===== src/rtl/ysyx_25030085_trap_ctrl_pkg.sv =====
// ---------------------------------------------------------------------------
// ysyx_25030085_trap_ctrl_pkg
//   Shared definitions for the machine-mode trap controller:
//   - CSR addresses touched by the trap sequence (mstatus, mtvec, mepc, mcause)
//   - mstatus field masks (MIE, MPIE, MPP)
//   - csr_op write encodings shared by the instruction port and the CSR file
//   - trap sequencer state enum
//   - mstatus transforms applied on trap entry (ecall) and trap return (mret)
// ---------------------------------------------------------------------------
package ysyx_25030085_trap_ctrl_pkg;

  // CSR addresses
  localparam logic [11:0] CSR_MSTATUS = 12'h300;
  localparam logic [11:0] CSR_MTVEC   = 12'h305;
  localparam logic [11:0] CSR_MEPC    = 12'h341;
  localparam logic [11:0] CSR_MCAUSE  = 12'h342;

  // mstatus field masks
  localparam logic [31:0] MSTATUS_MIE  = 32'h0000_0008;  // bit 3
  localparam logic [31:0] MSTATUS_MPIE = 32'h0000_0080;  // bit 7
  localparam logic [31:0] MSTATUS_MPP  = 32'h0000_1800;  // bits 12:11

  // CSR write operation encoding (instruction port and CSR file port)
  typedef enum logic [1:0] {
    CSR_OP_NONE  = 2'b00,
    CSR_OP_WRITE = 2'b01,
    CSR_OP_SET   = 2'b10,
    CSR_OP_RSVD  = 2'b11
  } csr_op_e;

  // Trap sequencer states
  typedef enum logic [2:0] {
    ST_IDLE      = 3'd0,
    ST_WR_EPC    = 3'd1,
    ST_WR_CAUSE  = 3'd2,
    ST_WR_STATUS = 3'd3,
    ST_REDIRECT  = 3'd4
  } trap_state_e;

  // Trap entry: stash MIE into MPIE, disable interrupts, record M-mode in MPP.
  function automatic logic [31:0] mstatus_ecall(input logic [31:0] status);
    logic [31:0] result;
    result = status & ~(MSTATUS_MIE | MSTATUS_MPIE);
    if ((status & MSTATUS_MIE) != 32'h0) begin
      result = result | MSTATUS_MPIE;
    end
    result = result | MSTATUS_MPP;
    return result;
  endfunction

  // Trap return: restore MIE from MPIE, set MPIE, drop MPP to U-mode.
  function automatic logic [31:0] mstatus_mret(input logic [31:0] status);
    logic [31:0] result;
    result = status & ~(MSTATUS_MIE | MSTATUS_MPIE | MSTATUS_MPP);
    if ((status & MSTATUS_MPIE) != 32'h0) begin
      result = result | MSTATUS_MIE;
    end
    result = result | MSTATUS_MPIE;
    return result;
  endfunction

endpackage


===== src/rtl/ysyx_25030085_trap_ctrl.sv =====
// ---------------------------------------------------------------------------
// ysyx_25030085_trap_ctrl
//   Machine-mode trap sequencer sitting in front of a single-write-port CSR
//   file. In IDLE it forwards instruction CSR writes straight through; when a
//   trap request (ecall or mret) arrives it takes over the CSR write port and
//   walks a fixed sequence of writes, then pulses a fetch redirect.
//
//   ecall : IDLE -> WR_EPC -> WR_CAUSE -> WR_STATUS -> REDIRECT(mtvec)
//   mret  : IDLE -> WR_STATUS -> REDIRECT(mepc)
//
// Ports
//   clk, rst           clock; synchronous active-low reset
//   exc_valid/_is_mret trap request (held until exc_ready), 1 = mret
//   exc_pc, exc_cause  trapping PC and mcause value (ecall only)
//   exc_ready          trap request accepted this cycle
//   csri_valid/op/addr/wdata, csri_ready
//                      instruction CSR write request and its accept
//   csr_wen/waddr/wdata  CSR file write port (csr_wen uses csr_op encoding)
//   csr_raddr/rdata    CSR file combinational read port
//   redirect_valid/pc  one-cycle fetch redirect
//   busy               sequencer not in IDLE
// ---------------------------------------------------------------------------
module ysyx_25030085_trap_ctrl
  import ysyx_25030085_trap_ctrl_pkg::*;
#(
  parameter int XLEN = 32
) (
  input  logic            clk,
  input  logic            rst,
  // trap request
  input  logic            exc_valid,
  input  logic            exc_is_mret,
  input  logic [XLEN-1:0] exc_pc,
  input  logic [XLEN-1:0] exc_cause,
  output logic            exc_ready,
  // instruction CSR write request
  input  logic            csri_valid,
  input  logic [1:0]      csri_op,
  input  logic [11:0]     csri_addr,
  input  logic [XLEN-1:0] csri_wdata,
  output logic            csri_ready,
  // CSR file ports
  output logic [1:0]      csr_wen,
  output logic [11:0]     csr_waddr,
  output logic [XLEN-1:0] csr_wdata,
  output logic [11:0]     csr_raddr,
  input  logic [XLEN-1:0] csr_rdata,
  // fetch redirect
  output logic            redirect_valid,
  output logic [XLEN-1:0] redirect_pc,
  output logic            busy
);

  trap_state_e     state_reg, state_next;
  logic [XLEN-1:0] pc_reg, pc_next;
  logic [XLEN-1:0] cause_reg, cause_next;
  logic            is_mret_reg, is_mret_next;

  // State and capture registers
  always_ff @(posedge clk) begin
    if (!rst) begin
      state_reg   <= ST_IDLE;
      pc_reg      <= '0;
      cause_reg   <= '0;
      is_mret_reg <= 1'b0;
    end else begin
      state_reg   <= state_next;
      pc_reg      <= pc_next;
      cause_reg   <= cause_next;
      is_mret_reg <= is_mret_next;
    end
  end

  // Next-state and output decode
  always_comb begin
    state_next     = state_reg;
    pc_next        = pc_reg;
    cause_next     = cause_reg;
    is_mret_next   = is_mret_reg;
    exc_ready      = 1'b0;
    csri_ready     = 1'b0;
    csr_wen        = CSR_OP_NONE;
    csr_waddr      = '0;
    csr_wdata      = '0;
    csr_raddr      = '0;
    redirect_valid = 1'b0;
    redirect_pc    = '0;

    unique case (state_reg)
      ST_IDLE: begin
        if (exc_valid) begin
          // A pending trap always wins the write port; the instruction
          // write simply stays stalled behind it.
          exc_ready    = 1'b1;
          pc_next      = exc_pc;
          cause_next   = exc_cause;
          is_mret_next = exc_is_mret;
          state_next   = exc_is_mret ? ST_WR_STATUS : ST_WR_EPC;
        end else begin
          csri_ready = 1'b1;
          // Encodings 00 and 11 complete the handshake without writing.
          if (csri_valid &&
              (csri_op == CSR_OP_WRITE || csri_op == CSR_OP_SET)) begin
            csr_wen   = csri_op;
            csr_waddr = csri_addr;
            csr_wdata = csri_wdata;
          end
        end
      end

      ST_WR_EPC: begin
        csr_wen    = CSR_OP_WRITE;
        csr_waddr  = CSR_MEPC;
        csr_wdata  = pc_reg;
        state_next = ST_WR_CAUSE;
      end

      ST_WR_CAUSE: begin
        csr_wen    = CSR_OP_WRITE;
        csr_waddr  = CSR_MCAUSE;
        csr_wdata  = cause_reg;
        state_next = ST_WR_STATUS;
      end

      ST_WR_STATUS: begin
        // Read-modify-write of mstatus through the combinational read port.
        csr_raddr  = CSR_MSTATUS;
        csr_wen    = CSR_OP_WRITE;
        csr_waddr  = CSR_MSTATUS;
        csr_wdata  = is_mret_reg ? mstatus_mret(csr_rdata)
                                 : mstatus_ecall(csr_rdata);
        state_next = ST_REDIRECT;
      end

      ST_REDIRECT: begin
        redirect_valid = 1'b1;
        if (is_mret_reg) begin
          csr_raddr   = CSR_MEPC;
          redirect_pc = csr_rdata;
        end else begin
          // Direct mode only: the mode bits of mtvec are masked off.
          csr_raddr   = CSR_MTVEC;
          redirect_pc = {csr_rdata[XLEN-1:2], 2'b00};
        end
        state_next = ST_IDLE;
      end

      default: begin
        state_next = ST_IDLE;
      end
    endcase

    // While reset is held every handshake, write and redirect is silenced,
    // so a sequence interrupted by reset leaves no further side effects.
    if (!rst) begin
      exc_ready      = 1'b0;
      csri_ready     = 1'b0;
      csr_wen        = CSR_OP_NONE;
      csr_waddr      = '0;
      csr_wdata      = '0;
      csr_raddr      = '0;
      redirect_valid = 1'b0;
      redirect_pc    = '0;
    end
  end

  assign busy = rst && (state_reg != ST_IDLE);

endmodule


===== config.mk =====
export PLATFORM = sky130hd
export DESIGN_NAME = ysyx_25030085_trap_ctrl
export DESIGN_NICKNAME = d
export VERILOG_FILES = /design/src/rtl/ysyx_25030085_trap_ctrl_pkg.sv /design/src/rtl/ysyx_25030085_trap_ctrl.sv
export SDC_FILE = /design/constraint.sdc
export NUM_CORES = 1
export LEC_CHECK = 0
export CAP_MARGIN = 10
export CORE_MARGIN = 2
export CORE_UTILIZATION = 39
export DETAILED_ROUTE_END_ITERATION = 7
export PLACE_DENSITY = 0.88
export SYNTH_ARGS = -nofsm -noshare
export SYNTH_HDL_FRONTEND = slang
export SYNTH_SLANG_ARGS = --single-unit

===== constraint.sdc =====
create_clock -name clk -period 1.6 [get_ports clk]
set_input_delay 0.16 -clock clk [delete_from_list [all_inputs] [get_ports clk]]
set_output_delay 0.16 -clock clk [all_outputs]
set_load 0.05 [all_outputs]

# Word level (Yosys, flattened, before mapping)
# Index checks and enable logic that the tools add are counted.
[word_totals] reg_bits=68 in_bits=147
[classes] n_eq_ne=7 n_mux=32 n_reduce_logical=7
[op_table] operator="$mux 32" n=5
[op_table] operator="$pmux 32 s4" n=1
[op_table] operator="$mux 12" n=4
[op_table] operator="$pmux 12 s4" n=1
[op_table] operator="$pmux 10 s2" n=1
[op_table] operator="$mux 13" n=1
[op_table] operator="$pmux 3 s4" n=1
[op_table] operator="$mux 2" n=5
[op_table] operator="$mux 1" n=8
[op_table] operator="$mux 8" n=1
[op_table] operator="$mux 7" n=1
[op_table] operator="$eq 3x2->1 const B" n=2
[op_table] operator="$mux 4" n=1
[op_table] operator="$pmux 2 s2" n=1
[op_table] operator="$eq 3x1->1 const B" n=1
[op_table] operator="$eq 3x3->1 const B" n=1
[op_table] operator="$logic_not 3->1" n=1
[op_table] operator="$mux 3" n=1
[op_table] operator="$reduce_bool 3->1" n=1
[op_table] operator="$reduce_or 3->1" n=1
[op_table] operator="$eq 2x1->1 const B" n=1
[op_table] operator="$eq 2x2->1 const B" n=1
[op_table] operator="$logic_and 1x1->1" n=2
[op_table] operator="$ne 2x2->1 const B" n=1
[op_table] operator="2 further kinds" n=2

# Depth between registers and ports, before layout
[logic_depth] word_depth=7 depth_mapped=6 ltp_nobuf=3

# Worst setup path before layout
# No wires, ideal clock.
[synth_path] kind="reg-to-output" from="reg state_reg[0]" to="out csr_waddr[1]" arrival_time_ps=2453 t_required_ps=1440 setup_slack_ps=-1013 path_stages_with_launch=5 n_path_buf=3 cell_sequence="dfxtp_1 > buf_2 > buf_2 > clkbuf_1 > nor4b_1"
[synth_via] elab_chain_cells=3 word_cells_on_any_way=6 cone_classes="eq/ne: 3; mux: 2; reduce/logical: 1"
[synth_rtl] item="from (decl)" line="ysyx_25030085_trap_ctrl.sv:54" source="trap_state_e state_reg, state_next;"
[synth_rtl] item="from (signal assigned)" line="ysyx_25030085_trap_ctrl.sv:67" source="state_reg <= state_next;"
[synth_rtl] item="$eq 3x2->1, or another cell as far along" line="ysyx_25030085_trap_ctrl.sv:89" source="unique case (state_reg)"
[synth_rtl] item="$pmux 12 s4 *" line="ysyx_25030085_trap_ctrl.sv:89"
[synth_rtl] item="$mux 12 *" line="ysyx_25030085_trap_ctrl.sv:155" source="if (!rst) begin"
[synth_rtl] item="to (decl)" line="ysyx_25030085_trap_ctrl.sv:44" source="output logic [11:0] csr_waddr,"
# Mark *: on every way between the ends. The rest lies on a longest branch, timed or not.

# Worst setup path after layout
[layout_path] from="reg state_reg[0]" to="out csr_waddr[9]"
# Same word-level chain as after synthesis.

==> impl_metrics.tcl <==
set metrics [dict create \
    synth_top_cell_area_share_pct 32.52 \
    vdd_ir_drop_max_mv 0.5799 \
    tightestPinTransition_ns 0.6501 \
    finClkSkew_ns 0.01401 \
    synth_top_area_cell "dfxtp_1" \
    cts.sinks 68 \
    fmax_mhz 387.0 \
    tritoncts "yes" \
    routed_wl_um 31230 \
    initial_core_util_pct 40.37 \
    drive_gt1_share_pct 55.73 \
    setup_viol 152 \
    path_buf_inv 2 \
    grt_pass1_wl_um 30770 \
    rows 37 \
    synth_area_um2 4187 \
    port_buffers 233 \
    cts_buffer_depth 2 \
    synth_edf_count 0 \
    final_cells 957 \
    cts_buffers 9 \
    synthMuxAreaShare_pct 7.770 \
    htreeDepth 3 \
    worstPathMaxFanout 24 \
    ys_seq_elements 68 \
    dp.cells 892 \
    post_drt_wl_per_cell_um 32.64 \
    nNetsFinal 962 \
    ioPinCount 241 \
    rsz0062_at_grt "yes" \
    maxSlewViolCount 0 \
    ys_types 35 \
    whs_ns 0.2481 \
    outcome "complete, but fails checks" \
    grt_pass1_vias 5684 \
    hpwl_um 13890 \
    p_per_area_nw_per_um2 734.8 \
    die_area_um2 11580 \
    cp.arrival_ns 2.42 \
    antenna_found_initial 2 \
    fin_total_pwr_mw 7.371 \
    synth_cells 541 \
    preCtsSetupSlack_ns -0.5319 \
    start_kind "register" \
    postLayoutCellArea_um2 10030 \
    final_hold_viol_count 0 \
    power.leakage_nw 3.715 \
    crit_required_ns 1.44 \
    final_util_pct 96.74 \
    yosys.area_share.simple_pct 28.06 \
    synth_compound_area_share_pct 22.50 \
    hp-class "primary input to register" \
    synth_top_family_by_area "simple AND/OR/NAND/NOR gates" \
    cts_root_buf "clkbuf_8" \
    die_y_um 107.6 \
    cp-end-kind "output pin" \
    path_cells "nor4_4, buf_6, nand4_1, a21oi_2, buf_12" \
    relSlewSlack_pct 56.37 \
    critPathSlowestCell "a21oi_2" \
    synthAdderAreaFrac_pct 0 \
    grt_usage_pct 34.65 \
    grt_overflow 0 \
    violations "negative setup slack" \
    register_area_um2 1370 \
    ys_seq_area_share_pct 32.52 \
    grt_max_degree 43 \
    setup_slack_ns -0.9837 \
    fin_crit_sh_pct 161.5 \
    firstDrtPassIters 5 \
    crit_family "simple AND/OR/NAND/NOR gates" \
    synth_area_leaders "dfxtp_1 (33%), nand2_1 (12%), a21boi_1 (9.0%)" \
    gp_congestion 0.8591 \
    synth_flop_cell "dfxtp_1" \
    final_antenna_net_count 0 \
    max_stage_delay_ns 0.51 \
    via_per_inst 6.801 \
    final.fill_count 167 \
    first_iter_violations 857 \
    synthArstFlopShare_pct 0 \
    timing.max_cap.violations 0 \
    clkTransAtPathRegs_ns 0.09 \
    path_class "register to output pin" \
    die_w_um 107.6 \
    clkLatencyLatePin_ns 0.36 \
    synth_xor_xnor_area_share_pct 0.2092 \
    fp.coreArea_um2 10370 \
    syn2layout_area_growth_pct 139.6 \
    period_needed_ns 2.584 \
    yosysWarnings 0 \
    drc 0 \
    syn_area_per_cell_um2 7.738 \
    multiInputGateArea_um2 3765 \
    vias 6509 \
    placed_cell_area_um2 8262 \
    cts_hold_buf 0 \
    tns_ns -60.07 \
]
-- placed cells by master (no fill, tap or decap), types with 27 or more instances in the layout --
master / count
a21boi_2: 31
a21boi_1: 34
mux2_2: 28
clkdlybuf4s50_1: 142
buf_12: 107
nand2_2: 44
and2_4: 27
a21oi_4: 31
a22oi_2: 28
buf_4: 33
nand4_1: 37
nand2_4: 30
nand2_1: 60
dfxtp_1: 65
-- kinds of logic (layout without fill, tap and decap cells) --
| logic type | Yosys count | in the layout |
|---|---|---|
| simple gates | 237 | 238 |
| buf+inv | 67 | 339 |
| xor+xnor | 1 | 1 |
| mux | 29 | 29 |
| compound gates | 138 | 138 |
| flops | 68 | 68 |
| other cells | 1 | 8 |
-- worst paths after layout --
check | from | to | slack [ns] | cells past startpoint
worst max register to register | state_reg[0] | cause_reg[23] | -0.39 | 9
worst min register to register | pc_reg[8] | pc_reg[8] | 0.48 | 2
worst max-delay path | state_reg[0] | csr_waddr[9] | -0.98 | 5
worst min-delay path | rst | pc_reg[29] | 0.25 | 2
-- final cells by class --
cell class	count	area share, %
diodes	1	0.02494
flip-flops and latches	68	13.66
repair buffers	322	45.02
multi-input cells	413	37.53
well taps	136	1.696
clock inverters	3	0.4490
clock buffers	13	1.584
inverters	1	0.03742
-- cells in the mapped netlist (2+ instances only) --
cell type	number
a21oi_1	34
buf_1	3
a22oi_1	28
mux2_2	28
and3_1	13
dfxtp_1	68
a41oi_1	2
a21boi_0	15
o21ai_0	4
nand2b_1	2
nand4_1	37
buf_2	17
nand2_1	134
clkbuf_1	27
and2_1	34
nor3_1	2
nor2b_1	5
buf_6	7
a31oi_1	3
nor2_1	3
buf_4	12
a21boi_1	50
-- repair_timing --
| action | CTS | global route |
|---|---|---|
| pin swaps | 10 | 104 |
| setup buffers | 9 | 19 |
| setup endpoints to repair | 87 | 151 |
| resized for setup | 71 | 196 |
| hold endpoints to repair | 0 | 0 |
| gates cloned | 3 | 21 |
-- metal layers --
| metal | share of wire [%] | vias up | wire, um | GRT usage, % |
|---|---|---|---|---|
| li1 | - | 2435 | - | - |
| met1 | 31 | 3002 | 9757 | 36.47 |
| met2 | 46 | 756 | 14230 | 63.88 |
| met3 | 13 | 316 | 3995 | 7.809 |
| met4 | 10 | 0 | 3250 | 17.86 |
| met5 | 0 | - | 0 | 0 |
-- power breakdown --
group | total, mW | internal, mW | switching (mW)
registers | 2.02 | 1.83 | 0.182
logic | 3.75 | 1.80 | 1.95
clock network | 1.60 | 0.809 | 0.793
-- worst register-to-register path, stage by stage (launching register included) --
cell and delay, ns:
dfxtp_4 0.38, buf_4 0.14, buf_12 0.13, buf_4 0.14
nor4b_4 0.27, buf_4 0.20, buf_8 0.14, clkbuf_16 0.19
nand2_1 0.16, a21boi_1 0.17
No activity file was read; power rests on OpenSTA's default activity.
